===== config.mk =====
export PLATFORM = sky130hd
export DESIGN_NAME = bg_tile_fetch
export DESIGN_NICKNAME = d
export VERILOG_FILES = /design/src/rtl/vga_tile_pkg.sv /design/src/rtl/bg_delay_line.sv /design/src/rtl/bg_tile_fetch.sv
export SDC_FILE = /design/constraint.sdc
export NUM_CORES = 1
export LEC_CHECK = 0
export ABC_AREA = 1
export BUFFER_PORTS_ARGS = -buffer_cell sky130_fd_sc_hd__buf_2
export CAP_MARGIN = 20
export CELL_PAD_IN_SITES_DETAIL_PLACEMENT = 0
export CELL_PAD_IN_SITES_GLOBAL_PLACEMENT = 1
export CORE_ASPECT_RATIO = 0.7
export CORE_MARGIN = 2
export CORE_UTILIZATION = 41
export CTS_CLUSTER_SIZE = 30
export DETAILED_ROUTE_END_ITERATION = 16
export PLACE_DENSITY_LB_ADDON = 0.1
export REMOVE_ABC_BUFFERS = 1
export SYNTH_ARGS = -nofsm -noshare
export SYNTH_HDL_FRONTEND = slang
export SYNTH_SLANG_ARGS = --single-unit
export TNS_END_PERCENT = 100

===== constraint.sdc =====
create_clock -name clk -period 4.7 [get_ports clk]
set_clock_uncertainty 0.1 [all_clocks]
set_input_delay 0.235 -clock clk [delete_from_list [all_inputs] [get_ports clk]]
set_output_delay 0.235 -clock clk [all_outputs]
set_load 0.02 [all_outputs]

===== src/rtl/vga_tile_pkg.sv =====
// Shared constants for the VGA tile path: 8x8 tiles on a 64x32 wrapping map.
// No logic; latency and backpressure are defined by the blocks that import this.
package vga_tile_pkg;
  localparam int TILE_LOG2      = 3;
  localparam int MAP_COLS_LOG2  = 6;
  localparam int MAP_ROWS_LOG2  = 5;
  localparam int BG_LATENCY     = 5;
  localparam int SCROLL_X_WIDTH = TILE_LOG2 + MAP_COLS_LOG2;
  localparam int SCROLL_Y_WIDTH = TILE_LOG2 + MAP_ROWS_LOG2;

  // Per-pixel side information that rides alongside the two memory reads.
  typedef struct packed {
    logic                 de;
    logic                 hsync;
    logic                 vsync;
    logic [TILE_LOG2-1:0] fine_x;
  } px_meta_t;
endpackage


===== src/rtl/bg_delay_line.sv =====
// Fixed-depth register shift line with a parameterised reset value.
// Latency DEPTH clocks, always advancing, no backpressure.
module bg_delay_line #(
  parameter int               WIDTH   = 1,
  parameter int               DEPTH   = 1,
  parameter logic [WIDTH-1:0] RST_VAL = '0
) (
  input  logic             clk,
  input  logic             rst_n,
  input  logic [WIDTH-1:0] din,
  output logic [WIDTH-1:0] dout
);
  logic [DEPTH-1:0][WIDTH-1:0] stage_q, stage_d;

  always_comb begin
    stage_d    = stage_q;
    stage_d[0] = din;
    for (int i = 1; i < DEPTH; i++) begin
      stage_d[i] = stage_q[i-1];
    end
  end

  always_ff @(posedge clk or negedge rst_n) begin
    if (!rst_n) begin
      stage_q <= {DEPTH{RST_VAL}};
    end else begin
      stage_q <= stage_d;
    end
  end

  assign dout = stage_q[DEPTH-1];
endmodule


===== src/rtl/bg_tile_fetch.sv =====
// Background tile fetcher: pixel coordinate -> name table -> pattern ROM -> colour.
// Latency 5 clocks, one pixel per clock, no stalls or backpressure.
module bg_tile_fetch
  import vga_tile_pkg::*;
#(
  parameter int NAME_ADDR_WIDTH = 11,
  parameter int TILE_IDX_WIDTH  = 8,
  parameter int PAT_ADDR_WIDTH  = 11,
  parameter int COLOR_WIDTH     = 8,
  parameter bit SYNC_POL        = 1'b0
) (
  input  logic                       clk,
  input  logic                       rst_n,
  input  logic [9:0]                 px_x,
  input  logic [9:0]                 px_y,
  input  logic                       de_in,
  input  logic                       hsync_in,
  input  logic                       vsync_in,
  input  logic [SCROLL_X_WIDTH-1:0]  scroll_x_in,
  input  logic [SCROLL_Y_WIDTH-1:0]  scroll_y_in,
  input  logic [COLOR_WIDTH-1:0]     fg_color,
  input  logic [COLOR_WIDTH-1:0]     bg_color,
  output logic [NAME_ADDR_WIDTH-1:0] name_addr,
  input  logic [TILE_IDX_WIDTH-1:0]  name_data,
  output logic [PAT_ADDR_WIDTH-1:0]  pat_addr,
  input  logic [7:0]                 pat_data,
  output logic [COLOR_WIDTH-1:0]     rgb_out,
  output logic                       de_out,
  output logic                       hsync_out,
  output logic                       vsync_out
);
  localparam bit SYNC_IDLE = !SYNC_POL;

  logic [SCROLL_X_WIDTH-1:0]  scroll_x_q, scroll_x_d;
  logic [SCROLL_Y_WIDTH-1:0]  scroll_y_q, scroll_y_d;
  logic                       vs_prev_q, vs_prev_d;
  logic                       armed_q, armed_d;
  logic [NAME_ADDR_WIDTH-1:0] name_addr_q, name_addr_d;
  logic [PAT_ADDR_WIDTH-1:0]  pat_addr_q, pat_addr_d;
  logic [COLOR_WIDTH-1:0]     rgb_q, rgb_d;
  logic                       de_q, de_d, hs_q, hs_d, vs_q, vs_d;
  logic [SCROLL_X_WIDTH-1:0]  wx;
  logic [SCROLL_Y_WIDTH-1:0]  wy;
  logic                       pix;
  px_meta_t                   meta_in, meta_dly;
  logic [TILE_LOG2-1:0]       fine_y_dly;
  logic                       unused_px;

  // The map wraps at 512x256, so the upper coordinate bits never matter.
  assign unused_px = ^{px_x[9:SCROLL_X_WIDTH], px_y[9:SCROLL_Y_WIDTH]};

  always_comb begin
    scroll_x_d = scroll_x_q;
    scroll_y_d = scroll_y_q;
    // armed_q blocks a load on the first clock after reset, so a vsync that is
    // already active at release is not mistaken for a fresh assertion.
    if (armed_q && (vs_prev_q != SYNC_POL) && (vsync_in == SYNC_POL)) begin
      scroll_x_d = scroll_x_in;
      scroll_y_d = scroll_y_in;
    end
    vs_prev_d   = vsync_in;
    armed_d     = 1'b1;
    wx          = px_x[SCROLL_X_WIDTH-1:0] + scroll_x_q;
    wy          = px_y[SCROLL_Y_WIDTH-1:0] + scroll_y_q;
    name_addr_d = NAME_ADDR_WIDTH'({wy[SCROLL_Y_WIDTH-1:TILE_LOG2],
                                    wx[SCROLL_X_WIDTH-1:TILE_LOG2]});
    meta_in     = '{de: de_in, hsync: hsync_in, vsync: vsync_in,
                    fine_x: wx[TILE_LOG2-1:0]};
    pat_addr_d  = PAT_ADDR_WIDTH'({name_data, fine_y_dly});
    pix         = pat_data[3'd7 - meta_dly.fine_x];
    rgb_d       = meta_dly.de ? (pix ? fg_color : bg_color) : '0;
    de_d        = meta_dly.de;
    hs_d        = meta_dly.hsync;
    vs_d        = meta_dly.vsync;
  end

  always_ff @(posedge clk or negedge rst_n) begin
    if (!rst_n) begin
      scroll_x_q  <= '0;
      scroll_y_q  <= '0;
      vs_prev_q   <= SYNC_IDLE;
      armed_q     <= 1'b0;
      name_addr_q <= '0;
      pat_addr_q  <= '0;
      rgb_q       <= '0;
      de_q        <= 1'b0;
      hs_q        <= SYNC_IDLE;
      vs_q        <= SYNC_IDLE;
    end else begin
      scroll_x_q  <= scroll_x_d;
      scroll_y_q  <= scroll_y_d;
      vs_prev_q   <= vs_prev_d;
      armed_q     <= armed_d;
      name_addr_q <= name_addr_d;
      pat_addr_q  <= pat_addr_d;
      rgb_q       <= rgb_d;
      de_q        <= de_d;
      hs_q        <= hs_d;
      vs_q        <= vs_d;
    end
  end

  // Side info reaches the output stage together with pat_data (4 edges).
  bg_delay_line #(
    .WIDTH   ($bits(px_meta_t)),
    .DEPTH   (BG_LATENCY - 1),
    .RST_VAL ({1'b0, SYNC_IDLE, SYNC_IDLE, {TILE_LOG2{1'b0}}})
  ) u_meta_dly (
    .clk  (clk),
    .rst_n(rst_n),
    .din  (meta_in),
    .dout (meta_dly)
  );

  // Tile row index must line up with name_data when pat_addr loads (2 edges).
  bg_delay_line #(
    .WIDTH   (TILE_LOG2),
    .DEPTH   (BG_LATENCY - 3),
    .RST_VAL ('0)
  ) u_fine_y_dly (
    .clk  (clk),
    .rst_n(rst_n),
    .din  (wy[TILE_LOG2-1:0]),
    .dout (fine_y_dly)
  );

  assign name_addr = name_addr_q;
  assign pat_addr  = pat_addr_q;
  assign rgb_out   = rgb_q;
  assign de_out    = de_q;
  assign hsync_out = hs_q;
  assign vsync_out = vs_q;
endmodule

# After elaboration in Yosys (flattened, before gate mapping)

Index checks and enable logic that the tools add are counted.

Bits in registers: 82
Output and inout port bits: 33

Add/sub/neg operators: 3
Magnitude comparators: 1
Muxes and demuxes: 4
Bitwise operators: 1
Reductions and logical operators: 2

Operator list:

| kind                  | count |
|---|---|
| $mux W8               | 2 |
| $add A9 B9 Y9         | 1 |
| $add A8 B8 Y8         | 1 |
| $lt A3 B4 Y1 const B  | 1 |
| $bmux W1 S3           | 1 |
| $sub A3 B3 Y3 const A | 1 |
| $logic_and A1 B1 Y1   | 2 |
| $mux W1               | 1 |
| $not A1 Y1            | 1 |

# Longest topological paths before layout

Gate-level depths: netlist of the first run.

Depth in word-level cells: 5
Depth in mapped cells: 8

# Hierarchy

Synthesis of the first run repeated with hierarchy kept, for this count alone.

Cell total of the unflattened synthesis: 265
Area total of the unflattened synthesis: 3,211.8 µm²

Modules (own cells, without submodules):

| module                       | times used | cells an instance | area each (µm²) | seq. area each (µm²) |
|---|---|---|---|---|
| bg_tile_fetch                | 1          | 235               | 2,451.1         | 1,305.0 |
| bg_delay_line (u_meta_dly)   | 1          | 24                | 610.6           | 610.6 |
| bg_delay_line (u_fine_y_dly) | 1          | 6                 | 150.1           | 150.1 |

# Worst setup path after synthesis of the first run

OpenSTA, ideal clock, no wires.

Path kind: reg-to-reg
From: register scroll_x_q[0]
To: register name_addr_q[5], in the netlist name_addr[5]
Library setup time: 0.125 ns
Data arrival time: 1.349 ns
Data required time: 4.475 ns
Path slack: 3.126 ns
Stages on the path, launching flop included: 8
Buffers on the path: 0
Clock period less this slack: 1.574 ns
Path through: dfrtp_1 ha_1 fa_1 nand3_1 nand2_1 nand3_1 nand2_1 xnor2_1

Longest elaborated chain between the ends: 1

RTL lines:

| what                     | line                | text |
|---|---|---|
| start: declaration       | bg_tile_fetch.sv:34 | `logic [SCROLL_X_WIDTH-1:0] scroll_x_q, scroll_x_d;` |
| start signal: assignment | bg_tile_fetch.sv:90 | `scroll_x_q <= scroll_x_d;` |
| $add A9 B9 Y9            | bg_tile_fetch.sv:63 | `wx = px_x[SCROLL_X_WIDTH-1:0] + scroll_x_q;` |
| net wx[8]                | bg_tile_fetch.sv:42 | `logic [SCROLL_X_WIDTH-1:0] wx;` |
| end signal: assignment   | bg_tile_fetch.sv:94 | `name_addr_q <= name_addr_d;` |
| end: declaration         | bg_tile_fetch.sv:38 | `logic [NAME_ADDR_WIDTH-1:0] name_addr_q, name_addr_d;` |

The timed path passes the listed nets, and every way through them passes these cells.
A chain may end at the register's enable or synchronous reset.

# Worst setup path after layout of the first run

From: input px_y[0]
To: register name_addr_q[9], in the netlist name_addr[9]

Longest elaborated chain between the ends: 1

RTL lines:

| what               | line                | text |
|---|---|---|
| start: declaration | bg_tile_fetch.sv:15 | `input logic [9:0] px_y,` |
| $add A8 B8 Y8      | bg_tile_fetch.sv:64 | `wy = px_y[SCROLL_Y_WIDTH-1:0] + scroll_y_q;` |
| net wy[6]          | bg_tile_fetch.sv:43 | `logic [SCROLL_Y_WIDTH-1:0] wy;` |

The timed path passes the listed nets, and every way through them passes these cells.

==> results.toml, run 1 <==
[synthesis]
synth-edff-count = 0
yosysTopAreaCell = "dfrtp_1"
ys_top_cells_by_area = "dfrtp_1 (56%), dfstp_2 (8.2%), ha_1 (5.9%)"
synth_common_cells = "dfrtp_1 (71), nand2_1 (44), inv_1 (32)"
syn_inst = 264
postSynthAreaPerCell_um2 = 12.1
synth_area_um2 = 3190
synth.distinct_cells = 24
yosys.cell_count.top_type = "dfrtp_1"
synthFlopType = "dfrtp_1"
yosysSeqAreaShare_pct = 64.0
synth.top_cell.area_share_pct = 55.8
yosysWarnings = 0
ys_ff_latch = 81
async_flop_share_pct = 100

[cts]
postCtsSetupRepairBufs = 0
clk_latency_ns = 0.34
cts_inserted_buffers = 9
path_clk_slew_ns = 0.09
cts_sinks = 81
root_buffer = "clkbuf_8"
cts_max_level = 3
tritoncts = "built"
clockBufferDepth = 2

[floorplan]
initial_core_util_pct = 42.9
die_area_um2 = 8500
chipHeight_um = 77.8
io_pins = 107
fp-row-count = 26
die_w_um = 109
core_um2 = 7420

[detailed_routing]
first_pass_iters = 4
drc = 0
vias = 2187
ant_nets = 0
drt_iter0_markers = 59
wire_per_inst_um = 11.7
wl_mm = 5.90
via_per_inst = 4.35

[critical_path]
critPathTopFamily = "buffers and inverters"
crit_path_max_incr_delay_ns = 0.53
cp_num_buf_inv = 3
reg2reg_depth = 7
cp-start-kind = "input port"
worstPathMaxFanout = 2
r2r_slack_ns = 2.95
r2r-end = "name_addr[9]"
path_class = "input port to register"
rr_startpoint = "scroll_y_q[0]"
worstSetupEndpointType = "register"
worst_path_most_repeated_cell = "nand2_1"
cpMaxStageDelayCell = "dlygate4sd3_1"
worstPathArrival_ns = 2.08
crit_required_ns = 4.87
timing.critical_path.cells = "dlygate4sd3_1 -> buf_2 -> ha_1 -> inv_1 -> fa_1 -> o21ai_1 -> nand2_1 -> nand2_1 -> xor2_1"

[sta]
rsz0062_at_grt = "no"
slew_violations = 0
fin_tns_setup_ns = 0
setup_viol = 0
fmax_mhz = 524
whs_ns = 0.0205
hold_viol = 0
layout_min_cycle_time_ns = 1.91
finalCritPeriodShare_pct = 40.6

[hold_path]
min_path_type = "input port to register"
hold_path_startpoint = "scroll_x_in[0]"
holdPathStages = 2
min_to = "scroll_x_q[0]"

[cells_and_area]
fin_util_pct = 57.6
fin_area_um2 = 4280
area_growth_pct = 34.2
fin_nets = 491
drive_gt1_share_pct = 36.5
antenna_cells = 0

[placement]
gp_congestion = 0.714
port-buffer-count = 103
dpl_cell_area_um2 = 3810
place_hpwl_mm = 4.11

[power]
p_leak_nw = 2.28
ir_drop_mv = 0.211
power_mw = 1.99
p_per_area_nw_per_um2 = 466

[run_status]
status = "finished, final reports clean"

[global_routing]
grt_use_total_pct = 14.8
antenna_found_initial = 0
first_global_vias = 2076
grt_max_degree = 82
grt_pass1_wl_mm = 9.54
grt.overflow.total = 0

[job]
max_cap_viol_count = 0
metrics by stage:
stage               instances  setup slack, ns
detailed placement        463             2.99
global route              503             2.65
floorplan                 262             3.13
finish                    503             2.79
CTS                       501             2.84
global placement          463             3.01
worst register-to-register path: stages, from the launching register on:
cell and delay, ns:
dfrtp_1 0.36, ha_1 0.17, inv_1 0.06, fa_1 0.42, o21ai_1 0.26, nand2_1 0.09
nand2_1 0.08, xor2_1 0.14
sequential cells by signal (all words and copies together) (netlist names):
signal / cells
rgb_out: 8
u_fine_y_dly.dout: 3
hsync_out: 1
u_fine_y_dly.stage_d: 3
armed_q: 1
u_meta_dly.stage_d: 18
pat_addr: 11
vsync_out: 1
name_addr: 11
de_out: 1
scroll_x_q: 9
u_meta_dly.dout: 6
scroll_y_q: 8
power breakdown:
group / total [mW] / internal [mW] / switching, mW
Clock: 0.519 / 0.256 / 0.264
Sequential: 0.918 / 0.860 / 0.0583
Combinational: 0.556 / 0.223 / 0.333
Total: 1.99 / 1.34 / 0.654
what timing repair did:
action / CTS / global route
endpoints found under the hold margin: 88 / 1
resized for setup: 0 / 0
hold buffers: 22 / 1
layer usage:
metal | up-vias | wire (um) | part of all wire, % | track usage [%]
met3 | 6 | 472 | 8.0 | 5.38
met2 | 78 | 2600 | 44 | 21.8
li1 | 1108 | - | - | -
met5 | - | 0 | 0 | 0
met4 | 0 | 51 | 0.86 | 4.56
met1 | 995 | 2780 | 47 | 20.5
placed cells by master, fill, tap and decap left out, types with 2 or more instances in the layout:
cell	instances
dfrtp_1	71
fa_1	2
nand3_1	17
xnor2_1	7
xor2_1	7
mux2_2	12
dlygate4sd3_1	23
inv_1	32
inv_6	3
nand2_1	44
a21oi_1	11
ha_1	15
clkbuf_8	9
a21o_1	3
nand3_2	3
dfstp_2	10
buf_2	102
nor2_1	17
mux2_1	4
cell families after synthesis:
kind of cell	synth area share (%)
mux	5.66
compound gates	2.83
simple gates	12.0
buf+inv	4.40
xor+xnor	3.85
fa+ha+maj	7.15
other cells	0.118
flops	64.0
worst max-delay path by stage:
| stage | start | endpoint | slack (ns) | cells after the start |
|---|---|---|---|---|
| 3_5_place_dp | scroll_y_q[0] | name_addr[9] | 2.99 | 7 |
| 4_1_cts | px_x[0] | name_addr[3] | 2.84 | 8 |
| 6_report | px_y[0] | name_addr[9] | 2.79 | 9 |
| 3_3_place_gp | scroll_x_q[0] | name_addr[5] | 3.01 | 7 |
| 2_1_floorplan | scroll_x_q[0] | name_addr[5] | 3.13 | 7 |
| 5_1_grt | px_y[0] | name_addr[9] | 2.65 | 9 |
area by class of cell:
class                           count  area [um^2]
Sequential cell                    81         2040
Multi-Input combinational cell    148         1010
Tap cell                           98          123
Clock inverter                      7         83.8
Clock buffer                        9          124
Fill cell                         656         3140
Inverter                           33          124
Timing Repair Buffer              127          776
No activity file was read; power rests on OpenSTA's default activity.
==> run 2: changes to the inputs <==
--- a/config.mk
+++ b/config.mk
@@ -5,14 +5,14 @@
 export SDC_FILE = /design/constraint.sdc
 export NUM_CORES = 1
 export LEC_CHECK = 0
-export ABC_AREA = 1
+export ABC_AREA = 0
 export BUFFER_PORTS_ARGS = -buffer_cell sky130_fd_sc_hd__buf_2
 export CAP_MARGIN = 20
 export CELL_PAD_IN_SITES_DETAIL_PLACEMENT = 0
 export CELL_PAD_IN_SITES_GLOBAL_PLACEMENT = 1
 export CORE_ASPECT_RATIO = 0.7
 export CORE_MARGIN = 2
-export CORE_UTILIZATION = 41
+export CORE_UTILIZATION = 39
 export CTS_CLUSTER_SIZE = 30
 export DETAILED_ROUTE_END_ITERATION = 16
 export PLACE_DENSITY_LB_ADDON = 0.1
==> constraint.sdc (replaced) <==
create_clock -name clk -period 2 [get_ports clk]
set_clock_uncertainty 0.1 [all_clocks]
set_input_delay 0.1 -clock clk [delete_from_list [all_inputs] [get_ports clk]]
set_output_delay 0.1 -clock clk [all_outputs]
set_load 0.02 [all_outputs]
==> results.toml, run 2 <==
[run_status]
status = "finished, final reports clean"

[cells_and_area]
antenna_cells = 0
final_cells = 487
drive_gt1_share_pct = 40.4
num-fill-cells = 676
mostFrequentLayoutCells = "buf_2 (102), dfrtp_1 (71), dlygate4sd3_1 (52), nor2_1 (15), ha_1 (14)"
area_growth_pct = 48.1
final_common_cell = "buf_2"
fin_nets = 472
largest_reg_flops = 18

[sta]
slew_violations = 0
setup_viol = 0
rsz0062_at_grt = "no"
hold_viol = 0
worstMarginPinSlew_ns = 0.536
relSlewSlack_pct = 63.5
fmax_mhz = 521
fin_tns_setup_ns = 0
layout_min_cycle_time_ns = 1.92
finalCritPeriodShare_pct = 95.9

[synthesis]
yosysSeqAreaShare_pct = 66.5
synth-compound-area-share_pct = 6.49
yosysTopAreaCell = "dfrtp_1"
yosys.cell_count.top_type = "dfrtp_1"
synthFlopType = "dfrtp_1"
ys_top_cells_by_area = "dfrtp_1 (58%), dfstp_2 (8.6%), ha_1 (6.1%)"
synth_common_cells = "dfrtp_1 (71), ha_1 (15), nor2_1 (15)"
yosysWarnings = 0
synth-edff-count = 0
postSynthAreaPerCell_um2 = 14.5
synth.top_cell.area_share_pct = 57.9
syn_inst = 212
ys_ff_latch = 81
synth_area_um2 = 3070
async_flop_share_pct = 100
synthMuxAreaShare_pct = 8.45
synth.distinct_cells = 37
synth-adder-area-share_pct = 7.43
synth-simple-area-share_pct = 6.20
synth_top_family_by_area = "multiplexers"
synth_xor_xnor_area_share_pct = 3.14

[detailed_routing]
ant_nets = 0
drt_iter0_markers = 74
wire_per_inst_um = 12.1
wl_mm = 5.89
via_per_inst = 4.35
vias = 2118
drc = 0
first_pass_iters = 4

[power]
ir_drop_mv = 0.426
p_leak_nw = 2.15
power_mw = 4.85
p_per_area_nw_per_um2 = 1070

[hold_path]
min_path_type = "input port to register"

[critical_path]
worstPathMaxFanout = 2
worstSetupEndpointType = "register"
path_class = "input port to register"
cp-start-kind = "input port"
worstPathArrival_ns = 2.04
crit_required_ns = 2.12

[floorplan]
die_area_um2 = 8600
fp-row-count = 27
io_pins = 107
chipHeight_um = 78.2
initial_core_util_pct = 39.6
core_um2 = 7740
die_w_um = 110

[placement]
place_hpwl_mm = 4.17
port-buffer-count = 103
post-place-cells = 419
gp_congestion = 0.714

[global_routing]
grt_pass1_wl_mm = 9.76
antenna_found_initial = 0
grt_use_total_pct = 15.0
first_global_vias = 2178
grt_max_degree = 36
grt.overflow.total = 0

[cts]
tritoncts = "built"
clockBufferDepth = 2
root_buffer = "clkbuf_8"
path_clk_slew_ns = 0.07
postCtsSetupRepairBufs = 0
cts_sinks = 81
cts_inserted_buffers = 9
clk_latency_ns = 0.33
cts_max_level = 3

[job]
max_cap_viol_count = 0
## run 2: cell types whose count changed after synthesis, sizes merged, moves of 4 or more
cell,change
o21ai,+15
xor2,-5
nand2,-36
inv,-26
a21oi,-8
nor2b,+4
a211oi,+4
nand3,-12
## run 2: area by class of cell
| type | instances | area [um^2] | share of cell area (%) |
|---|---|---|---|
| well taps | 101 | 126 | 2.78 |
| repair buffers | 162 | 1100 | 24.3 |
| flip-flops and latches | 81 | 2040 | 44.9 |
| clock buffers | 11 | 141 | 3.11 |
| multi-input cells | 120 | 1000 | 22.1 |
| clock inverters | 5 | 103 | 2.26 |
| inverters | 7 | 26.3 | 0.579 |
## run 2: worst max-delay path: stages
cell	delay, ns
dlygate4sd3_1	0.52
buf_2	0.10
ha_1	0.15
inv_1	0.06
fa_2	0.34
nor2b_1	0.11
o21ai_1	0.09
a21boi_1	0.18
nor4_1	0.07
a311o_1	0.32
## run 2: kinds of logic after synthesis
logic type                 Yosys count
buffers and inverters               11
and+or+nand+nor                     40
DFF                                 81
other                                1
muxes                               20
xor gates and xnor gates            11
adders and majority gates           17
AOI/OAI and AO/OA                   31
## run 2: worst paths after layout
kind | from | end | slack, ns | cells after the start
max | px_y[0] | name_addr[9] | 0.08 | 10
min | px_x[6] | name_addr[3] | 0.03 | 3
max reg2reg | scroll_x_q[1] | name_addr[4] | 0.11 | 6
min reg2reg | u_meta_dly.stage_d[23] | u_meta_dly.dout[5] | 0.24 | 0
max in group asynchronous | rst_n | vsync_out | 1.05 | 3
min in group asynchronous | rst_n | u_meta_dly.stage_d[12] | 0.16 | 2
## run 2: where the power goes
| group | switching, mW | leakage (nW) | total (mW) | internal, mW |
|---|---|---|---|---|
| registers | 0.131 | 0.945 | 2.15 | 2.02 |
| logic | 0.705 | 1.09 | 1.29 | 0.588 |
| clock network | 0.550 | 0.120 | 1.41 | 0.862 |
| total | 1.39 | 2.15 | 4.85 | 3.47 |
## run 2: metal layers
layer	up-vias	wire length, um	share of wire (%)	GRT usage (%)
met5	-	0	0	0
met4	0	82	1.4	5.32
met3	7	497	8.4	6.15
met2	69	2810	48	24.4
met1	982	2500	42	17.8
li1	1060	-	-	-
## run 2: stage by stage
stage	utilization [%]	setup slack (ns)	cell area, um^2	hold slack [ns]
global placement	48.5	0.0313	3750	-0.0176
detailed placement	48.5	0.00957	3750	-0.0104
floorplan	-	0.117	3040	-0.296
global route	58.7	0.0114	4540	0.0370
finish	58.7	0.0811	4540	0.0329
CTS	58.4	0.00492	4520	0.0150
## run 2: repair_timing
item / in CTS / in global routing
endpoints found under the setup margin: 1 / 5
pin swaps: 0 / 3
endpoints found under the hold margin: 101 / 0
hold buffers: 52 / 0
gates resized for setup: 1 / 6
gates cloned: 0 / 0
